`config.mk`:
```
export PLATFORM = sky130hd
export DESIGN_NAME = signed_reconstructor
export DESIGN_NICKNAME = d
export VERILOG_FILES = /design/src/rtl/health_pkg.sv /design/src/rtl/serial_negate_cell.sv /design/src/rtl/signed_reconstructor.sv
export SDC_FILE = /design/constraint.sdc
export NUM_CORES = 1
export LEC_CHECK = 0
export BUFFER_PORTS_ARGS = -buffer_cell sky130_fd_sc_hd__buf_2
export CORE_ASPECT_RATIO = 1.25
export CORE_MARGIN = 4
export CORE_UTILIZATION = 52
export DETAILED_ROUTE_END_ITERATION = 8
export PLACE_DENSITY = 0.76
export REMOVE_ABC_BUFFERS = 1
export SYNTH_ARGS = -nofsm -noshare
export SYNTH_HDL_FRONTEND = slang
export SYNTH_HIERARCHICAL = 1
export SYNTH_SLANG_ARGS = --single-unit
```
`constraint.sdc`:
```
create_clock -name clk -period 2 [get_ports clk]
set_input_delay 0.5 -clock clk [delete_from_list [all_inputs] [get_ports clk]]
set_output_delay 0.5 -clock clk [all_outputs]
set_load 0.005 [all_outputs]
```
`src/rtl/health_pkg.sv`:
```
// Shared types and helpers for the signed reconstructor.
// Holds the FSM state enum, default width and saturation values.
package health_pkg;

  typedef enum logic [1:0] {
    IDLE,
    SHIFT,
    DONE
  } state_t;

  localparam int DATA_WIDTH = 8;

  // Largest positive value for a w-bit two's-complement word (M-1).
  function automatic logic [63:0] sat_max(input int w);
    return (64'd1 << (w - 1)) - 64'd1;
  endfunction

  // Bit pattern of the most negative w-bit value (-M).
  function automatic logic [63:0] sat_min(input int w);
    return 64'd1 << (w - 1);
  endfunction

endpackage

```
`src/rtl/serial_negate_cell.sv`:
```
// One-bit cell of the serial two's-complement negator.
// Ports: i_bit, i_negative, i_seenOne -> o_result, o_seenOne.
module serial_negate_cell (
  input  logic i_bit,
  input  logic i_negative,
  input  logic i_seenOne,
  output logic o_result,
  output logic o_seenOne
);

  // Copy bits up to and including the first 1, invert after it.
  assign o_result  = i_bit ^ (i_negative & i_seenOne);
  assign o_seenOne = i_seenOne | i_bit;

endmodule

```
`src/rtl/signed_reconstructor.sv`:
```
// Sign/magnitude to two's-complement converter, bit-serial, LSB first.
// Ports: clk, reset (sync, active-high); input side inValid/inReady,
// magnitude, negative; output side outValid/outReady, signedNumber,
// overflow. Optional macro SIGNED_RECONSTRUCTOR_SATURATE_EN clamps
// overflowing results to M-1 / -M.
module signed_reconstructor
  import health_pkg::*;
#(
  parameter int WIDTH = DATA_WIDTH
) (
  input  logic             clk,
  input  logic             reset,
  input  logic             inValid,
  output logic             inReady,
  input  logic [WIDTH-1:0] magnitude,
  input  logic             negative,
  output logic             outValid,
  input  logic             outReady,
  output logic [WIDTH-1:0] signedNumber,
  output logic             overflow
);

  localparam int CW = $clog2(WIDTH);
  localparam logic [CW-1:0] LAST = CW'(WIDTH - 1);

  state_t           r_state;
  logic [WIDTH-1:0] r_shift;
  logic [WIDTH-1:0] r_out;
  logic [CW-1:0]    r_cnt;
  logic             r_neg;
  logic             r_seen;
  logic             r_ovf;
  logic             r_inReady;
  logic             r_outValid;

  logic             w_bit_res;
  logic             w_seen_nxt;
  logic             w_ovf_in;
  logic [WIDTH-1:0] w_shift_nxt;
  logic [WIDTH-1:0] w_final;

  serial_negate_cell u_cell (
    .i_bit      (r_shift[0]),
    .i_negative (r_neg),
    .i_seenOne  (r_seen),
    .o_result   (w_bit_res),
    .o_seenOne  (w_seen_nxt)
  );

  assign w_shift_nxt = {w_bit_res, r_shift[WIDTH-1:1]};

  // Positive overflows at >= M; negative only above M (-M is legal).
  assign w_ovf_in = magnitude[WIDTH-1]
                  & (~negative | (|magnitude[WIDTH-2:0]));

`ifdef SIGNED_RECONSTRUCTOR_SATURATE_EN
  localparam logic [WIDTH-1:0] SAT_POS = WIDTH'(sat_max(WIDTH));
  localparam logic [WIDTH-1:0] SAT_NEG = WIDTH'(sat_min(WIDTH));

  assign w_final = r_ovf ? (r_neg ? SAT_NEG : SAT_POS)
                         : w_shift_nxt;
`else
  assign w_final = w_shift_nxt;
`endif

  always_ff @(posedge clk) begin
    if (reset) begin
      r_state    <= IDLE;
      r_shift    <= '0;
      r_out      <= '0;
      r_cnt      <= '0;
      r_neg      <= 1'b0;
      r_seen     <= 1'b0;
      r_ovf      <= 1'b0;
      r_inReady  <= 1'b1;
      r_outValid <= 1'b0;
    end else begin
      unique case (r_state)
        IDLE: begin
          if (inValid) begin
            r_shift   <= magnitude;
            r_neg     <= negative;
            r_ovf     <= w_ovf_in;
            r_cnt     <= '0;
            r_seen    <= 1'b0;
            r_inReady <= 1'b0;
            r_state   <= SHIFT;
          end
        end
        SHIFT: begin
          r_shift <= w_shift_nxt;
          r_seen  <= w_seen_nxt;
          r_cnt   <= r_cnt + 1'b1;
          if (r_cnt == LAST) begin
            r_out      <= w_final;
            r_outValid <= 1'b1;
            r_state    <= DONE;
          end
        end
        DONE: begin
          if (outReady) begin
            r_outValid <= 1'b0;
            r_inReady  <= 1'b1;
            r_state    <= IDLE;
          end
        end
        default: begin
          r_outValid <= 1'b0;
          r_inReady  <= 1'b1;
          r_state    <= IDLE;
        end
      endcase
    end
  end

  assign inReady      = r_inReady;
  assign outValid     = r_outValid;
  assign signedNumber = r_out;
  assign overflow     = r_ovf;

endmodule

```
Word-level counts from Yosys, hierarchy flattened
Index checks and enable logic that the tools add are counted.

Flip-flop bits (word level): 26. Latch bits: 0. RAM bits: 0. Bits in read-only memories: 0. Output and inout port bits: 11. Word-level logic and storage cells: 48. Memories kept: 0.

$add $sub $neg: 1. Multipliers: 0. Div/mod/pow operators: 0. Magnitude comparators: 0. Equality and inequality tests: 6. Shifts and indexed selects: 0. Muxes and demuxes: 15. Bitwise operators: 8. Reduce and logical (&&, ||, !) cells: 9.

Operator list (count): $pmux W8 S2 (1); $reduce_and A3 Y1 (3); $mux W8 (1); $reduce_or A7 Y1 (1); $mux W2 (3); $ne A2 B2 Y1 const B (3); $pmux W1 S3 (2); $pmux W2 S3 (1); $pmux W3 S2 (1); $reduce_and A2 Y1 (3); $mux W1 (4); $add A3 B1 Y3 const B (1); $eq A3 B3 Y1 const B (1); $mux W3 (1); $not A1 Y1 (3); $and A1 B1 Y1 (2); $eq A2 B1 Y1 const B (1); $eq A2 B2 Y1 const B (1); $logic_not A2 Y1 (1); $or A1 B1 Y1 (2); $pmux W1 S2 (1); $reduce_bool A2 Y1 (1); $xor A1 B1 Y1 (1).

Depth between registers and ports, before layout
Depth in word-level cells: 3. Gate-level depth with buffers: 6. Depth with buffers taken out: 5.

Cells and area by module
Netlist, hierarchy kept.

Modules (own cells, without submodules): signed_reconstructor (instances 1, cells an instance 132, area an instance 1139.8 um^2, seq. area each 520.5 um^2); serial_negate_cell (instances 1, cells an instance 3, area an instance 18.8 um^2, seq. area each 0.0 um^2).

Worst setup path after synthesis
No wires, ideal clock.

Path type: flip-flop to flip-flop. Start point: register r_cnt[0]. End point: register r_out[7] (netlist: signedNumber[7]). Setup time: 0.128 ns. Arrival: 1.313 ns. Data required time: 1.872 ns. Slack: 0.559 ns. Cell stages (with the launch flop): 7. Buffers on the path: 1. Cell sequence: dfxtp_1 > ha_1 > ha_1 > buf_2 > nand3b_1 > mux2i_1 > nor2_1.

Cells in the longest elaborated chain, start to end: 2.

RTL lines: from (decl) (line signed_reconstructor.sv:29) `logic [CW-1:0] r_cnt;`; from (signal assigned) (line signed_reconstructor.sv:93) `r_cnt <= r_cnt + 1'b1;`; $eq A3 B3 Y1 (line signed_reconstructor.sv:94) `if (r_cnt == LAST) begin`; $reduce_and A2 Y1 (no line); to (signal assigned) (line signed_reconstructor.sv:95) `r_out <= w_final;`; to (decl) (line signed_reconstructor.sv:28) `logic [WIDTH-1:0] r_out;`.

Every way passes these cells. A chain may end at the register's enable or synchronous reset.

Final worst setup path
Start point: register r_state[0]. End point: register r_shift[3].

Cells in the longest elaborated chain, start to end: 3. Elaborated cells between the ends (all ways): 6.

RTL lines: from (decl) (line signed_reconstructor.sv:26) `state_t r_state;`; from (signal assigned) (line signed_reconstructor.sv:68) `r_state <= IDLE;`; from (signal assigned) (line signed_reconstructor.sv:87) `r_state <= SHIFT;`; from (signal assigned) (line signed_reconstructor.sv:97) `r_state <= DONE;`; $eq A2 B1 Y1 / $logic_not A2 Y1 (equally long branches) (line signed_reconstructor.sv:78) `unique case (r_state)`; $reduce_bool A2 Y1 (no line) / $ne A2 B2 Y1 (equally long branches); $reduce_and A2 Y1 (no line); to (signal assigned) (line signed_reconstructor.sv:81) `r_shift <= magnitude;`; to (signal assigned) (line signed_reconstructor.sv:91) `r_shift <= w_shift_nxt;`; to (decl) (line signed_reconstructor.sv:27) `logic [WIDTH-1:0] r_shift;`.

Parallel ways exist; a longest one is shown, timed or not.

==> reports/results.tsv <==
stage	metric	value	unit
outcome	result of the run	completed	
timing	part of the cycle the worst path needs	0.780	
die	number of top-level pins	24	
synth	Post-Synthesis Cell Area	1160	sq um
drt	routed vias	975	
setup_path	critical path endpoint category	flop	
synth	post-synthesis instance total	135	
timing	total count of hold-check failures in the final report	0	
power	leakage power of the design	0.534	nW
power	Peak VDD IR	0.000630	V
die	width of the die	50.2	um
timing	FMAX	641	MHz
setup_path	Critical Path Start	r_state[0]	
timing	worst setup skew after layout	4.68	ps
clock_network	clock input transition at the sequential cells of the worst setup and hold paths	140	ps
cells_and_area	final design instance area without fill	1290	sq um
setup_path	highest net fanout along the worst path	16	
synth	main combinational cell family by area after synthesis	simple AND/OR/NAND/NOR gates	
setup_path	required time at the endpoint of the critical path	2240	ps
hold_path	Endpoint, Worst Hold	r_neg	
synth	xor-xnor portion of the synthesized cell area	0.00756	
cells_and_area	number of fill cells	193	
synth	Synth warnings	6	
synth	ys flop type	dfxtp_1	
drt	count of TritonRoute iterations in the first routing pass	4	
place	detailed placement HPWL	1700	um
synth	leading post-synthesis cells by instance count	nand2_1 (29), dfxtp_1 (26), a21oi_1 (15), nand3_1 (10), nor2_1 (10)	
synth	top cells by area in the synthesized netlist	dfxtp_1 (45%), nand2_1 (9.4%), a21oi_1 (6.5%)	
die	overall die area	3050	sq um
flow_run	maxcap violations	0	
setup_path	cell with the largest stage delay on the worst path	o21ba_1	
setup_path	cells on worst reg2reg path	3	
place	post-placement setup slack	426	ps
setup_path	start of the worst register-to-register path	r_state[0]	
clock_network	post-cts repair resize count	0	
synth	most used standard cell by instance count after synthesis	nand2_1	
cells_and_area	nets	169	
place	placed standard-cell area	1240	sq um
global_route	number of antenna violations at the first check in global routing	0	
power	ratio of total power to cell area	793	nW/um^2
place	DP Cell Count	179	
setup_path	R2R setup slack	440	ps
global_route	aggregate global routing overflow	0	
global_route	GRT Resource Usage Total	0.172	
setup_path	FF-to-FF End	r_shift[3]	
cells_and_area	Area Overhead vs Synth	11.6	%
power	sum of internal, switching and leakage power	1.02	mW
timing	setup repair after global routing missed its margin	false	
synth	sequential element share of the synthesized area	0.449	
setup_path	WP buf/inv	0	
drt	number of routed nets with antenna violations	0	
cells_and_area	final core utilization	0.631	
clock_network	Num Clock Sinks	26	
setup_path	category of the worst setup path launch point	flop	
global_route	largest net degree at the start of global routing	27	
clock_network	CTS Hold Buffers Added	0	
hold_path	classification of the worst-slack hold path	in2reg	
drt	total wire length	2350	um
timing	relative slew slack	0.619	
cells_and_area	antenna fix cells	0	
drt	DRC Markers	0	
clock_network	maximum level of the CTS H-tree	1	
drt	initial DRC count	14	
die	die boundary height	60.8	um
timing	shortest clock period the worst path allows after layout	1560	ps
global_route	wire length of the first global-routing pass	4020	um
global_route	vias in the first global route	915	
synth	Yosys cell types	33	
drt	vias per cell	5.33	
synth	multiplexer fraction of the synthesized cell area	0.0173	
timing	number of endpoints failing setup at the final stage	0	
hold_path	worst hold stages	3	
die	effective utilization at floorplan	0.565	
hold_path	Hold Path Origin	negative	
die	number of placement rows	18	
synth	Simple-Gate Fraction of Synth Area	0.260	
setup_path	CP Cell Sequence	o21ba_1 > nor2_1 > a311oi_1	
clock_network	Clock Tree Root	clkbuf_4	
setup_path	critical setup path kind	reg2reg	
synth	count of flip-flops with a built-in enable after synthesis	0	
synth	post-synthesis async set-or-reset flop share	0	
synth	cell taking the most area after synthesis	dfxtp_1	
synth	post-synthesis average cell area	8.58	sq um
timing	slew of the pin with the lowest slew margin	572	ps
clock_network	Skew-Pair Late Insertion Delay	320	ps
timing	total negative setup slack	0	ps
synth	arithmetic-cell share of the synthesized area counting full adders, half adders and majority gates	0.0216	
timing	worst-case setup margin in the final layout	441	ps
place	final weighted congestion in routability-driven placement	0.766	
timing	max-slew violation total from the final report	0	
die	core area	2050	sq um
clock_network	number of buffers on the longest clock path	2	
cells_and_area	non-filler instance count after layout	183	
cells_and_area	ratio of cells with drive above 1 in the final layout	0.222	
place	quantity of I/O buffers inserted on ports	23	
setup_path	CP Data Arrival Time	1800	ps
synth	flip-flop and latch count after synthesis	26	
setup_path	crit-path max cell delay	560	ps
synth	area share of the largest cell type after synthesis	0.449	
drt	average wire per cell in the routed design	12.9	um
clock_network	Inserted Clock Buffers	3	
synth	complex-gate fraction of the synthesized area	0.160	
timing	Hold Worst Slack	410	ps
clock_network	CTS tree	done	
clock_network	# Post-CTS Setup Buffers	0	
setup_path	Top Family by Delay on Critical Path	compound AO/OA/AOI/OAI gates	
## cell families (layout without fill, tap and decap cells)
group | after synthesis | count (layout)
simple gates | 64 | 64
flops | 26 | 26
mux | 2 | 2
fa+ha+maj | 2 | 2
xor+xnor | 1 | 1
buf+inv | 13 | 31
compound gates | 27 | 27
## final cells by class
class / instances / area, sq um / share of cell area
Tap cell: 30 / 37.5 / 0.0290
Sequential cell: 26 / 520 / 0.403
Inverter: 1 / 3.75 / 0.00290
Clock buffer: 3 / 22.5 / 0.0174
Multi-Input combinational cell: 96 / 541 / 0.418
Clock inverter: 1 / 30.0 / 0.0232
Timing Repair Buffer: 26 / 138 / 0.106
## state kept, by name, summed over array words and instances (netlist names)
name	cells
inReady	1
outValid	1
overflow	1
r_cnt	3
r_neg	1
r_seen	1
r_shift	8
r_state	2
signedNumber	8
## routing by layer
layer  part of all wire  up-vias  global-route usage  routed length, um
met5                  0        -                   0                  0
met4              0.019        0              0.0830                 44
met3              0.051        5              0.0246                119
met2               0.48       21               0.293               1130
met1               0.45      452               0.216               1060
li1                   -      497                   -                  -
## worst max-delay path by stage
stage | to | slack, ps | depth (start not counted)
after global routing | r_shift[3] | 250 | 3
final | r_shift[3] | 440 | 3
after CTS | r_shift[3] | 420 | 3
after global placement | overflow | 490 | 4
after detailed placement | r_shift[3] | 430 | 4
after floorplan | signedNumber[7] | 600 | 5
## worst min-delay path, cell delays in order
cell	delay (ps)
buf_2	100
nand2_1	50
a21oi_1	50
## placed cells by master (no fill, tap or decap), types with 2 or more instances in the layout
cell type / netlist / final
nand2b_1: 4 / 4
buf_2: 1 / 23
buf_4: 2 / 3
clkbuf_4: 0 / 3
nor3_1: 2 / 2
nand2_1: 29 / 29
dfxtp_1: 26 / 26
nand3_1: 10 / 10
a21oi_1: 15 / 15
mux2i_1: 2 / 2
nor2_1: 10 / 10
a311oi_1: 6 / 6
ha_1: 2 / 2
## power by group
part / switching (mW) / internal (mW)
clock network: 0.157 / 0.203
logic: 0.0592 / 0.0441
registers: 0.0202 / 0.542
(Power assumes the default switching activity.)
